--- src/rtl/writeback_regfile.sv ---
// Register-writeback stage of the simpleRISC core: selects the writeback value, holds it for one
// cycle in the RW latch, then commits it to the register file. Optional macro: WB_BYPASS_EN.
module writeback_regfile #(
    parameter int              DATA_W   = 32,
    parameter int              NUM_REGS = 16,
    parameter int              ADDR_W   = 4,
    parameter logic [DATA_W-1:0] SP_INIT = 32'd31
) (
    input  logic              clk,
    input  logic              rst_n,
    input  logic              in_valid,
    input  logic              flush,
    input  logic [DATA_W-1:0] pc,
    input  logic [DATA_W-1:0] aluResult,
    input  logic [DATA_W-1:0] ldResult,
    input  logic [ADDR_W-1:0] rd,
    input  logic              isWb,
    input  logic              isLd,
    input  logic              isCall,
    input  logic [ADDR_W-1:0] rs1_addr,
    output logic [DATA_W-1:0] rs1_data,
    input  logic [ADDR_W-1:0] rs2_addr,
    output logic [DATA_W-1:0] rs2_data,
    output logic              wb_valid,
    output logic [ADDR_W-1:0] wb_addr,
    output logic [DATA_W-1:0] wb_data,
    output logic [31:0]       retire_cnt
);

    localparam int              SP_IDX = NUM_REGS - 2;
    localparam logic [ADDR_W-1:0] RA_IDX = ADDR_W'(NUM_REGS - 1);

    logic [DATA_W-1:0] regs [NUM_REGS];
    logic              capture;
    logic [ADDR_W-1:0] sel_addr;
    logic [DATA_W-1:0] sel_data;

    // A call links pc+4 into ra and overrides any other writeback selection.
    always_comb begin
        capture  = in_valid && !flush;
        sel_addr = rd;
        sel_data = aluResult;
        if (isCall) begin
            sel_addr = RA_IDX;
            sel_data = pc + DATA_W'(4);
        end else if (isLd) begin
            sel_data = ldResult;
        end
    end

    always_ff @(posedge clk or negedge rst_n) begin
        if (!rst_n) begin
            wb_valid   <= 1'b0;
            wb_addr    <= '0;
            wb_data    <= '0;
            retire_cnt <= '0;
        end else if (capture) begin
            wb_valid   <= isWb || isCall;
            wb_addr    <= sel_addr;
            wb_data    <= sel_data;
            retire_cnt <= retire_cnt + 32'd1;
        end else begin
            wb_valid   <= 1'b0;
        end
    end

    // Reset drops whatever sits in the RW latch, so nothing is committed on the reset edge.
    always_ff @(posedge clk or negedge rst_n) begin
        if (!rst_n) begin
            for (int i = 0; i < NUM_REGS; i++) begin
                regs[i] <= (i == SP_IDX) ? SP_INIT : '0;
            end
        end else if (wb_valid) begin
            regs[wb_addr] <= wb_data;
        end
    end

`ifdef WB_BYPASS_EN
    assign rs1_data = (wb_valid && (rs1_addr == wb_addr)) ? wb_data : regs[rs1_addr];
    assign rs2_data = (wb_valid && (rs2_addr == wb_addr)) ? wb_data : regs[rs2_addr];
`else
    assign rs1_data = regs[rs1_addr];
    assign rs2_data = regs[rs2_addr];
`endif

endmodule

--- config.mk ---
export PLATFORM = sky130hd
export DESIGN_NAME = writeback_regfile
export DESIGN_NICKNAME = d
export VERILOG_FILES = /design/src/rtl/writeback_regfile.sv
export SDC_FILE = /design/constraint.sdc
export NUM_CORES = 1
export LEC_CHECK = 0
export ABC_CLOCK_PERIOD_IN_PS = 3300
export CORE_MARGIN = 2
export CORE_UTILIZATION = 59
export DETAILED_ROUTE_END_ITERATION = 8
export GPL_TIMING_DRIVEN = 0
export PLACE_DENSITY = 0.81
export SLEW_MARGIN = 20
export SYNTH_ARGS = -nofsm -noshare
export SYNTH_HDL_FRONTEND = slang
export SYNTH_SLANG_ARGS = --single-unit
--- constraint.sdc ---
create_clock -name clk -period 3.3 [get_ports clk]
set_input_delay 0.66 -clock clk [delete_from_list [all_inputs] [get_ports clk]]
set_output_delay 0.66 -clock clk [all_outputs]
set_load 0.1 [all_outputs]
**After elaboration in Yosys (flattened, before gate mapping)**

Index checks and enable logic that the tools add are counted.

- Bits in registers: 581
- Latch bits: 0
- RAM bits: 0
- ROM bits: 0
- Bits of input ports: 115
- Output and inout bits: 133
- Logic and storage cells: 46
- Memories kept: 0

- $add $sub $neg: 2
- $mul: 0
- Div/mod/pow operators: 0
- $lt $le $gt $ge: 4
- Equality and inequality tests: 0
- Shifts and indexed selects: 0
- Mux-type cells: 13
- Bitwise gates (word level): 3
- Reductions and logical operators: 4

Operators with widths:

| kind | number |
|---|---|
| $bwmux 512 | 1 |
| $bmux 32 s4 | 2 |
| $mux 32 | 7 |
| $demux 32 s4 | 1 |
| $add 32x1->32 const B | 1 |
| $add 32x3->32 const B | 1 |
| $ge 5x5->1 const B | 3 |
| $not 4->5 | 3 |
| $lt 5x1->1 const B | 1 |
| $mux 4 | 1 |
| $logic_and 1x1->1 | 2 |
| $logic_not 1->1 | 1 |
| $logic_or 1x1->1 | 1 |
| $mux 1 | 1 |

**Depth between registers and ports, before layout**

- Word-level depth: 6
- Depth in mapped cells: 7
- Gate-level depth less buffers: 6

**Worst setup path before layout**

OpenSTA, ideal clock, no wires.

- Path type: in2out
- From: in rs1_addr[0]
- To: out rs1_data[11]
- Data arrival time: 2.374 ns
- Required time: 2.640 ns
- Slack: 0.266 ns
- Stages: 4
- Buffers on the path: 2
- Path through: buf_6 buf_2 mux4_2 mux4_2

- Cells in the longest elaborated chain, start to end: 4

RTL lines:

| item | RTL line | text |
|---|---|---|
| start, declared | 20 | `input logic [ADDR_W-1:0] rs1_addr,` |
| $not 4->5 (implied by the code) | 82 | `assign rs1_data = regs[rs1_addr];` |
| $bmux 32 s4 | 82 |  |
| $mux 32 (implied by the code) (2 in a row) | 82 |  |
| end, declared | 21 | `output logic [DATA_W-1:0] rs1_data,` |

No other way between the ends. The select of a mux whose other input is x is not followed.

**Worst setup path after layout**

- From: in rs1_addr[1]
- To: out rs1_data[31]

The elaborated chain is that of the path after synthesis.

==> run summary <==
Worst path arrival time - 2.69 ns
Clk slew on worst S/H paths - 0.06 ns
GRT Total Usage - 0.369
Post-synth EDFFs - 0
Critical hold path startpoint - retire_cnt[31]
Synth warn - 0
Design Power - 0.0259 W
Place WS - -1.37 ns
Grt total ovfl - 0
Die X - 231 microns
CTS tree - yes
Startpoint Class - input pin
Largest family of logic cells by synthesized area - multiplexers
Psw - 0.00933 W
Die area - 53600 sq um
Initial antenna violation count - 1
Clock Power Share - 0.261
Slew Limit Fails - 0
Failing checks - negative setup slack
Share of the synthesized area in the top cell type - 0.472
Area contributors post-synth - dfrtp_1, mux4_2, mux2_2
Comb pwr share - 0.333
Int Power - 0.0166 W
PwrDens - 723 nW/um^2
Initial Util - 0.596
Hold slack - 0.493 ns
Ys flop type - dfrtp_1
First-pass GRT wire length - 143000 microns
Mapped Cells - 1934
LEAKAGE - 15.9 nW
CTS Buf Count - 60
Reg2reg setup slack - 0.65 ns
Maximum fanout along the worst path - 10
Fraction of the yosys area taken by sequential cells - 0.477
CP max stage cell - mux4_2
Number of global-route vias before repair - 22000
Fin area - 35900 sq um
Worst Tran Pin Value - 1.19 ns
Clock sinks - 581
Post-DRT Antenna Nets - 0
Fin crit period - 3.35 ns
Leading area contributor after synthesis - dfrtp_1
IO Port Bufs - 240
FFs w/ async S/R, synth - 1.00
Hold Path Cell Cnt - 1
Final WL - 96400 microns
Gp weighted congestion - 0.913
Max stage delay on crit path - 0.55 ns
Via count - 20900
Count of boundary I/O pins - 248
Mapped cell area - 30500 sq um
Root buffer cell - clkbuf_16
Mux contribution to synthesized area - 0.436
Period utilization - 1.02
Crit-path cells - clkbuf_2, clkbuf_4, mux4_2, mux4_2, buf_2
Sw frac - 0.360
Status - complete, but fails checks
Worst slew margin - 0.207
# rows - 83
Commonest non-fill, non-tap cell in the layout - dfrtp_1
Setup Skew - 0.0388 ns
Largest net degree at the start of global routing - 99
Most used cell along the critical path - mux4_2
Syn Nets - 2051
Detailed Routing Iterations Pass 1 - 5
Adder-cell share of the synthesized area - 0.000820
Layout Nets - 2361
Die Ht - 231 microns
Critical path class - input pin to output port
Final setup margin - -0.0543 ns
Routed WL per cell - 32.4 microns
Filler Cells Inserted - 3305
H-Tree Depth - 2
Crit end category - output port
Max Fclk - 298 MHz
R2r startpoint - wb_valid
WHS Endpoint - retire_cnt[31]
Residual DRC - 0
Register share of total power - 0.406
Setup violators final - 18
Setup repair after global routing missed its margin - yes
Share of cells above drive strength 1 - 0.493
Vias per inst - 7.05
Deepest clock path buffer count - 3
Most frequent cells in the layout - dfrtp_1, mux2_2, mux4_2
XOR/XNOR Fraction of Synth Area - 0.0161
Seq cells post-synth - 581
Peak VDD IR - 0.000459 V
Clk_lat worst skew - 0.65 ns
Synthesized area per cell - 15.8 sq um
Area of the core - 51200 sq um
Post-DP Area - 34000 sq um
Distinct cells, synth - 47
Worst-case reg-to-reg path depth - 5
Final Hold Fails - 0
Hold crit path type - flop to flop
MaxCap Viol Count - 0
Post-synthesis compound-gate area fraction - 0.0125
DR iter-0 viols - 2194
CP Data Required Time - 2.64 ns
R2r endpoint - regs[111]
Simple-gate area share of the yosys netlist - 0.0323
HPWL Detailed - 65400 microns
Synth-to-Final Area Change - 17.5%
## registers in the layout (all words and copies together), names as in the netlist
signal,count
regs,512
retire_cnt,32
wb_addr,4
wb_data,32
wb_valid,1
## per-layer routing
| layer | share of wire | track usage | vias up |
|---|---|---|---|
| li1 | - | - | 8137 |
| met1 | 0.36 | 0.477 | 11100 |
| met2 | 0.47 | 0.565 | 1404 |
| met3 | 0.12 | 0.114 | 338 |
| met4 | 0.056 | 0.196 | 2 |
| met5 | 0.00020 | 0 | - |
## final cells by class
| class | instances | area (sq um) | share of cell area |
|---|---|---|---|
| Timing Repair Buffer | 248 | 2290 | 0.0640 |
| Antenna cell | 2 | 5.00 | 0.000140 |
| Multi-Input combinational cell | 1174 | 15200 | 0.423 |
| Inverter | 1 | 3.75 | 0.000105 |
| Tap cell | 680 | 851 | 0.0237 |
| Clock inverter | 13 | 104 | 0.00290 |
| Clock buffer | 95 | 1840 | 0.0514 |
| Buffer | 178 | 1030 | 0.0288 |
| Sequential cell | 581 | 14500 | 0.406 |
## stage by stage
stage / setup TNS, ns / instances / util
finish: -0.343 / 2972 / 0.701
floorplan: 0 / 1934 / -
detailed placement: -82.30 / 2861 / 0.664
global route: -0.131 / 2970 / 0.700
global placement: - / 2854 / 0.660
CTS: 0 / 2970 / 0.700
## synth_stat cells, drive strengths merged, types with 6 or more instances
library cell    n
a21oi          12
and3           10
and4            7
buf            91
clkbuf         87
dfrtp         576
mux2          519
mux2i          25
mux4          320
nand2          67
nand3          24
nand4          16
nor2           33
nor3            6
o21ai          22
o221ai         14
xnor2          42
xor2           14
## worst max-delay path, delay by kind of cell
kind	cells	cell delay, ns
buf+inv	3	1.10
mux	2	0.92
## kinds of logic after synthesis
family	count (synthesis)
AO/OA/AOI/OAI	61
XOR/XNOR	56
adder cells (fa/ha/maj)	2
buffers and inverters	179
flip-flops	581
multiplexers	864
AND/OR/NAND/NOR	191
## how the worst max path moves through the flow
stage | startpoint | end | cells past startpoint
detailed placement | rs1_addr[1] | rs1_data[5] | 5
CTS | rs2_addr[1] | rs2_data[26] | 5
global route | rs1_addr[0] | rs1_data[0] | 5
finish | rs1_addr[1] | rs1_data[31] | 5
global placement | rst_n | regs[147] | 1
floorplan | rs1_addr[0] | rs1_data[11] | 4
## power by group through the flow
stage / combinational (W) / clock [W] / sequential, W
4_1_cts: 0.00860 / 0.00677 / 0.0104
5_1_grt: 0.00893 / 0.00708 / 0.0107
3_5_place_dp: 0.00879 / 0 / 0.0105
2_1_floorplan: 0.00603 / 0 / 0.0107
6_report: 0.00863 / 0.00678 / 0.0105
3_3_place_gp: 0.00856 / 0 / 0.0103
## timing repair
item,in CTS,in global routing
endpoints found under the setup margin,64,20
endpoints found under the hold margin,49,0
buffers inserted,0,0
hold buffers,1,0
gates resized for setup,420,22
(Power assumes the default switching activity.)
==> RTL edit 1, RTL diff (same flow settings) <==
The option `WB_BYPASS_EN` is turned on by a define.
--- a/src/rtl/writeback_regfile.sv
+++ b/src/rtl/writeback_regfile.sv
@@ -1,5 +1,7 @@
 // Register-writeback stage of the simpleRISC core: selects the writeback value, holds it for one
 // cycle in the RW latch, then commits it to the register file. Optional macro: WB_BYPASS_EN.
+`define WB_BYPASS_EN
+
 module writeback_regfile #(
     parameter int              DATA_W   = 32,
     parameter int              NUM_REGS = 16,
Formal check against the unedited RTL: not equivalent (Yosys sat finds a counterexample within 4 cycles, from zero or initial values and one cycle with rst_n low).
==> RTL edit 1 against the original RTL <==
Synthesized area up 3.3%; sequential cell count unchanged; wire length up 10%; clock skew fell by 0.0029 ns; via count is 7.2% higher; cell count increased by 5.0%; highest routed layer unchanged; the flow still finishes with violations (negative setup slack); utilization rose by 3.2 points; maximum frequency down 0.89%; design area is 7.8% higher; largest cell class unchanged; setup slack worse by 0.030 ns; clock power grew 0.9%; critical endpoint is now rs1_data[4]; hold slack got worse by 0.018 ns; total power grew 5.6%.
==> RTL edit 1: results (changes against the original RTL) <==
[yosys]
netlist_top_cells_count=dfrtp_1, mux2_2, mux4_2
synthAdderAreaFrac_pct=0.07933  ; -0.0026 points
synth_compound_area_share_pct=1.194  ; -0.056 points
synth.area.top_cells=dfrtp_1, mux4_2, mux2_2
yosysUniqueCellTypes=48  ; +2.1%
synth.mux.area_fraction_pct=44.59  ; +1.0 points
seq_area_frac_synth_pct=46.11  ; -1.5 points
synth_xor_area_share_pct=1.749  ; +0.14 points
syn_nets=2164  ; +5.5%

[final_layout]
num-multi-input-gates=1236  ; +5.3%
flops_and_latches=581  ; unchanged
biggestRegsByFlops=regs (512), retire_cnt (32), wb_data (32)
nClkBuffers=87  ; -8.4%
nonClockInverterCount=8  ; +7
seq_share_pct=37.64  ; -2.9 points
buffers_excl_clock=497  ; +17%
antenna_cells=1  ; -1
clk_share_pct=5.046  ; -0.39 points
drive_gt1_share_pct=49.10  ; -0.16 points
nets=2501  ; +5.9%
fillers=3155  ; -4.5%
buf_share_pct=13.39  ; +4.1 points
multi_input_area_share_pct=41.61  ; -0.73 points

[route]
wirelength_mm=106.1  ; +10%
drtPass1Iterations=7  ; +2
drt_iter0_markers=2654  ; +21%
drc=0  ; unchanged
wl_met1_mm=36.60  ; +5.4%
wl_met2_mm=48.63  ; +8.2%
vias=22440  ; +7.2%
wl_met3_mm=13.89  ; +23%

[grt]
grt_max_degree=99  ; unchanged
grt_pass1_wl_mm=152.0  ; +6.3%
antenna_found_initial=1  ; unchanged
grt_pass1_vias=23280  ; +5.7%
grt_use_total_pct=37.64  ; +0.74 points

[sta]
setup_tns_ns=-1.214  ; -0.8710 ns
finalWorstSetupSlack_ns=-0.08427  ; -0.03000 ns
setup_viol=36  ; +18
worst_pin_slew_ns=1.394  ; +0.2042 ns
skew_ns=0.03590  ; -0.002923 ns

[power_and_ir_drop]
leakage_uw=0.01693  ; +6.5%
swShare_pct=35.73  ; -0.25 points
vdd_drop_max_mv=0.5683  ; +24%

[place]
dp_hpwl_mm=67.21  ; +2.7%
io_buffers=237  ; -1.3%
dp_slack_ns=-1.606  ; -0.2322 ns
gp_congestion=0.9016  ; -1.2%

[clock_network]
cts-resized-gates=674  ; +60%
cts-root-buf=clkbuf_16
clk_pin_slew_worst_paths_ns=0.06  ; about the same
postCtsSetupRepairBufs=11  ; +11
clk_latency_ns=0.67  ; +0.02 ns

[critical_path]
arrival_ns=2.72  ; +0.03 ns

[run_status]
status=finished, violations left
violations=negative setup slack

## RTL edit 1: final timing paths
kind	start	endpoint	slack, ns	cells past startpoint
setup / recovery	rs1_addr[0]	rs1_data[4]	-0.08	7
hold / removal	retire_cnt[31]	retire_cnt[31]	0.47	1
setup reg to reg	wb_addr[1]	regs[92]	0.22	5
hold reg to reg	retire_cnt[31]	retire_cnt[31]	0.47	1
max in group asynchronous	rst_n	regs[36]	0.93	6
min in group asynchronous	rst_n	retire_cnt[25]	0.50	2
## RTL edit 1: power by group through the flow
stage | clock [µW] | sequential (µW) | combinational, µW
finish | 6840 | 10500 | 10100
global route | 7160 | 10600 | 10400
global placement | 0 | 10200 | 8940
floorplan | 0 | 10600 | 6420
detailed placement | 0 | 10400 | 9190
CTS | 6820 | 10300 | 9620
## RTL edit 1: through the flow
step	util (%)	instance area, µm²	cells	power [µW]	hold slack [ns]
finish	73.27	38660	3121	27380	0.4749
global placement	65.92	34780	2972	19130	0.4623
detailed placement	66.31	34980	2979	19590	0.4674
global route	73.27	38660	3120	28190	0.4930
CTS	71.93	37950	3101	26770	0.4795
floorplan	-	31550	2047	17020	0.3644
## RTL edit 1: cells by family after synthesis
logic type / Yosys count
AO/OA/AOI/OAI: 56
XOR/XNOR: 63
adder cells (fa/ha/maj): 2
buffers and inverters: 230
flip-flops: 581
multiplexers: 927
AND/OR/NAND/NOR: 188
## RTL edit 1: metal layers
| metal | vias up | GRT usage (%) |
|---|---|---|
| met5 | - | 0.4329 |
| met4 | 2 | 22.35 |
| met3 | 478 | 12.11 |
| met2 | 1727 | 57.27 |
| met1 | 11680 | 47.72 |
| li1 | 8561 | - |
## RTL edit 1: worst max-delay path: stages
cell	delay [ns]
buf_16	0.15
buf_16	0.19
buf_12	0.17
mux4_2	0.51
mux4_2	0.50
mux2_4	0.34
buf_12	0.18
==> RTL edit 2, RTL diff (same settings) <==
Without the edit above. Register the input `pc` before use. The logic sees it one clock later. The other inputs are not delayed to match.
--- a/src/rtl/writeback_regfile.sv
+++ b/src/rtl/writeback_regfile.sv
@@ -30,6 +30,12 @@
     localparam int              SP_IDX = NUM_REGS - 2;
     localparam logic [ADDR_W-1:0] RA_IDX = ADDR_W'(NUM_REGS - 1);
 
+    logic [DATA_W-1:0] pc_q;
+
+    always_ff @(posedge clk) begin
+        pc_q <= pc;
+    end
+
     logic [DATA_W-1:0] regs [NUM_REGS];
     logic              capture;
     logic [ADDR_W-1:0] sel_addr;
@@ -42,7 +48,7 @@
         sel_data = aluResult;
         if (isCall) begin
             sel_addr = RA_IDX;
-            sel_data = pc + DATA_W'(4);
+            sel_data = pc_q + DATA_W'(4);
         end else if (isLd) begin
             sel_data = ldResult;
         end
Formal check against the unedited RTL: not equivalent (a bounded check fails within 4 cycles, from zero or initial values and one cycle with rst_n low).
==> RTL edit 2 against the original RTL <==
The flow still finishes with violations (negative setup slack); sequential power is 6% higher; highest routed layer unchanged; wire length rose by 1.2%; utilization is 0.23 points higher; total power is 6.5% higher; critical path type unchanged; sequential cell count is 32 higher; setup slack improved by 0.027 ns; design area is 2.6% higher; global-route usage down 0.11 points; largest cell class is now flip-flops and latches; synthesized area increased by 1.9%.
==> RTL edit 2: results (changes against the original RTL) <==
[critical_path]
reg2reg_from=pc_q[2]
arrival_ns=2.67  ; -0.02 ns
critPathMaxFanout=10  ; unchanged
rr_worst_depth=6  ; +1
ff2ff_setup_slack_ns=0.53  ; -0.12 ns
slowest_delay_ns=0.54
crit_end=rs2_data[13]
cp-startpoint=rs2_addr[1]
reg2reg_to=wb_data[22]

[grt]
grt_pass1_vias=22060  ; +0.14%
grt_use_total_pct=36.79  ; -0.11 points
overflow=0  ; unchanged
grt_max_degree=103  ; +4.0%
grt_pass1_wl_mm=142.6  ; -0.24%
antenna_found_initial=2  ; +1

[yosys]
seq_area_frac_synth_pct=48.82  ; +1.2 points
syn_nets=2081  ; +1.5%
yosysUniqueCellTypes=45  ; -4.3%
synth.area.top_cells=dfrtp_1, mux4_2, mux2_2
async_flop_share_pct=94.78  ; -5.2 points
netlist_top_cells_count=dfrtp_1, mux2_2, mux4_2

[run_status]
violations=negative setup slack
status=finished, violations left

[sta]
setup_viol=11  ; -7
setup_tns_ns=-0.1228  ; +0.2200 ns
skew_ns=0.02478  ; -0.01404 ns
finalWorstSetupSlack_ns=-0.02731  ; +0.02696 ns
worst_pin_slew_ns=1.145  ; -0.04478 ns

[route]
wirelength_mm=97.48  ; +1.2%
drtPass1Iterations=7  ; +2
drt_iter0_markers=2323  ; +5.9%
routed_via_density=7.032  ; -0.19%

[place]
dp_hpwl_mm=65.37  ; about the same
gp_congestion=0.8683  ; -4.9%
dp_slack_ns=-1.478  ; -0.1038 ns
io_buffers=240  ; unchanged
placed_area_um2=34550  ; +1.7%

[hold_path]
min_path_type=primary input to async pin

[final_layout]
drive_gt1_share_pct=48.41  ; -0.85 points
nets=2395  ; +1.4%
fillers=3357  ; +1.6%
area_delta_synth_final_pct=18.26

[clock_network]
cts_htree_levels=3  ; +1
numCtsBuffers=66  ; +10%
clk_latency_ns=0.61  ; -0.04 ns
clk_pin_slew_worst_paths_ns=0.06  ; about the same

[power_and_ir_drop]
leakage_uw=0.01622  ; +2.1%
intPower_uw=17960  ; +8.1%
vdd_drop_max_mv=0.5217  ; +14%

RTL edit 2: final cells by class:
class / instances / area share, %
Sequential cell: 613 / 41.28
Multi-Input combinational cell: 1166 / 41.13
Timing Repair Buffer: 246 / 6.190
Clock buffer: 108 / 5.840
Buffer: 179 / 2.823
Tap cell: 688 / 2.340
Clock inverter: 12 / 0.3163
Inverter: 6 / 0.06122
Antenna cell: 3 / 0.02041
RTL edit 2: power groups by stage:
| stage | registers, µW | logic [µW] | clock network, µW |
|---|---|---|---|
| detailed placement | 11100 | 8970 | 0 |
| finish | 11100 | 8820 | 7730 |
| CTS | 11000 | 8770 | 7740 |
| global placement | 10900 | 8740 | 0 |
| global route | 11300 | 9140 | 8050 |
| floorplan | 11200 | 6270 | 0 |
RTL edit 2: stage by stage:
step,std cells,total power (µW)
2_1_floorplan,1964,17490
3_3_place_gp,2892,19620
3_5_place_dp,2898,20060
4_1_cts,3018,27500
5_1_grt,3018,28480
6_report,3021,27620
RTL edit 2: repair_timing:
action,4_1_cts,5_1_grt
resized for setup,422,26
setup endpoints to repair,64,32
pin swaps,0,0
hold buffers,0,0
setup buffers,0,0
endpoints found under the hold margin,0,0
RTL edit 2: worst reg2reg max path, delay by kind of cell (launching register included):
kind                     cells  cell delay (ns)
AND/OR/NAND/NOR              2             0.83
flip-flops                   1             0.59
AO/OA/AOI/OAI                1             0.14
adder cells (fa/ha/maj)      1             0.37
XOR/XNOR                     1             0.18
buffers and inverters        1             0.49
RTL edit 2: worst min-delay path by stage:
| stage | slack, ns | endpoint | from |
|---|---|---|---|
| after CTS | 0.06 | regs[68] | rst_n |
| after global placement | 0.47 | retire_cnt[31] | retire_cnt[31] |
| after floorplan | 0.36 | regs[0] | rst_n |
| final | 0.02 | regs[68] | rst_n |
| after detailed placement | 0.48 | retire_cnt[28] | retire_cnt[28] |
| after global routing | 0.09 | regs[68] | rst_n |
RTL edit 2: kinds of logic (layout without fill, tap and decap cells):
kind of cell / count (synthesis) / in the layout / share of synthesized area [%]
muxes: 863 / 863 / 42.72
DFF: 613 / 613 / 48.82
buffers and inverters: 185 / 551 / 2.546
and+or+nand+nor: 184 / 184 / 3.009
AOI/OAI and AO/OA: 62 / 62 / 1.279
xor gates and xnor gates: 55 / 55 / 1.548
adders and majority gates: 2 / 2 / 0.08043
other: 0 / 3 / 0
RTL edit 2: routing by layer:
layer | GRT usage, % | share of wire, %
met1 | 47.30 | 36
met2 | 55.81 | 46
met3 | 9.998 | 11
met4 | 23.36 | 6.8
met5 | 0 | 0.014
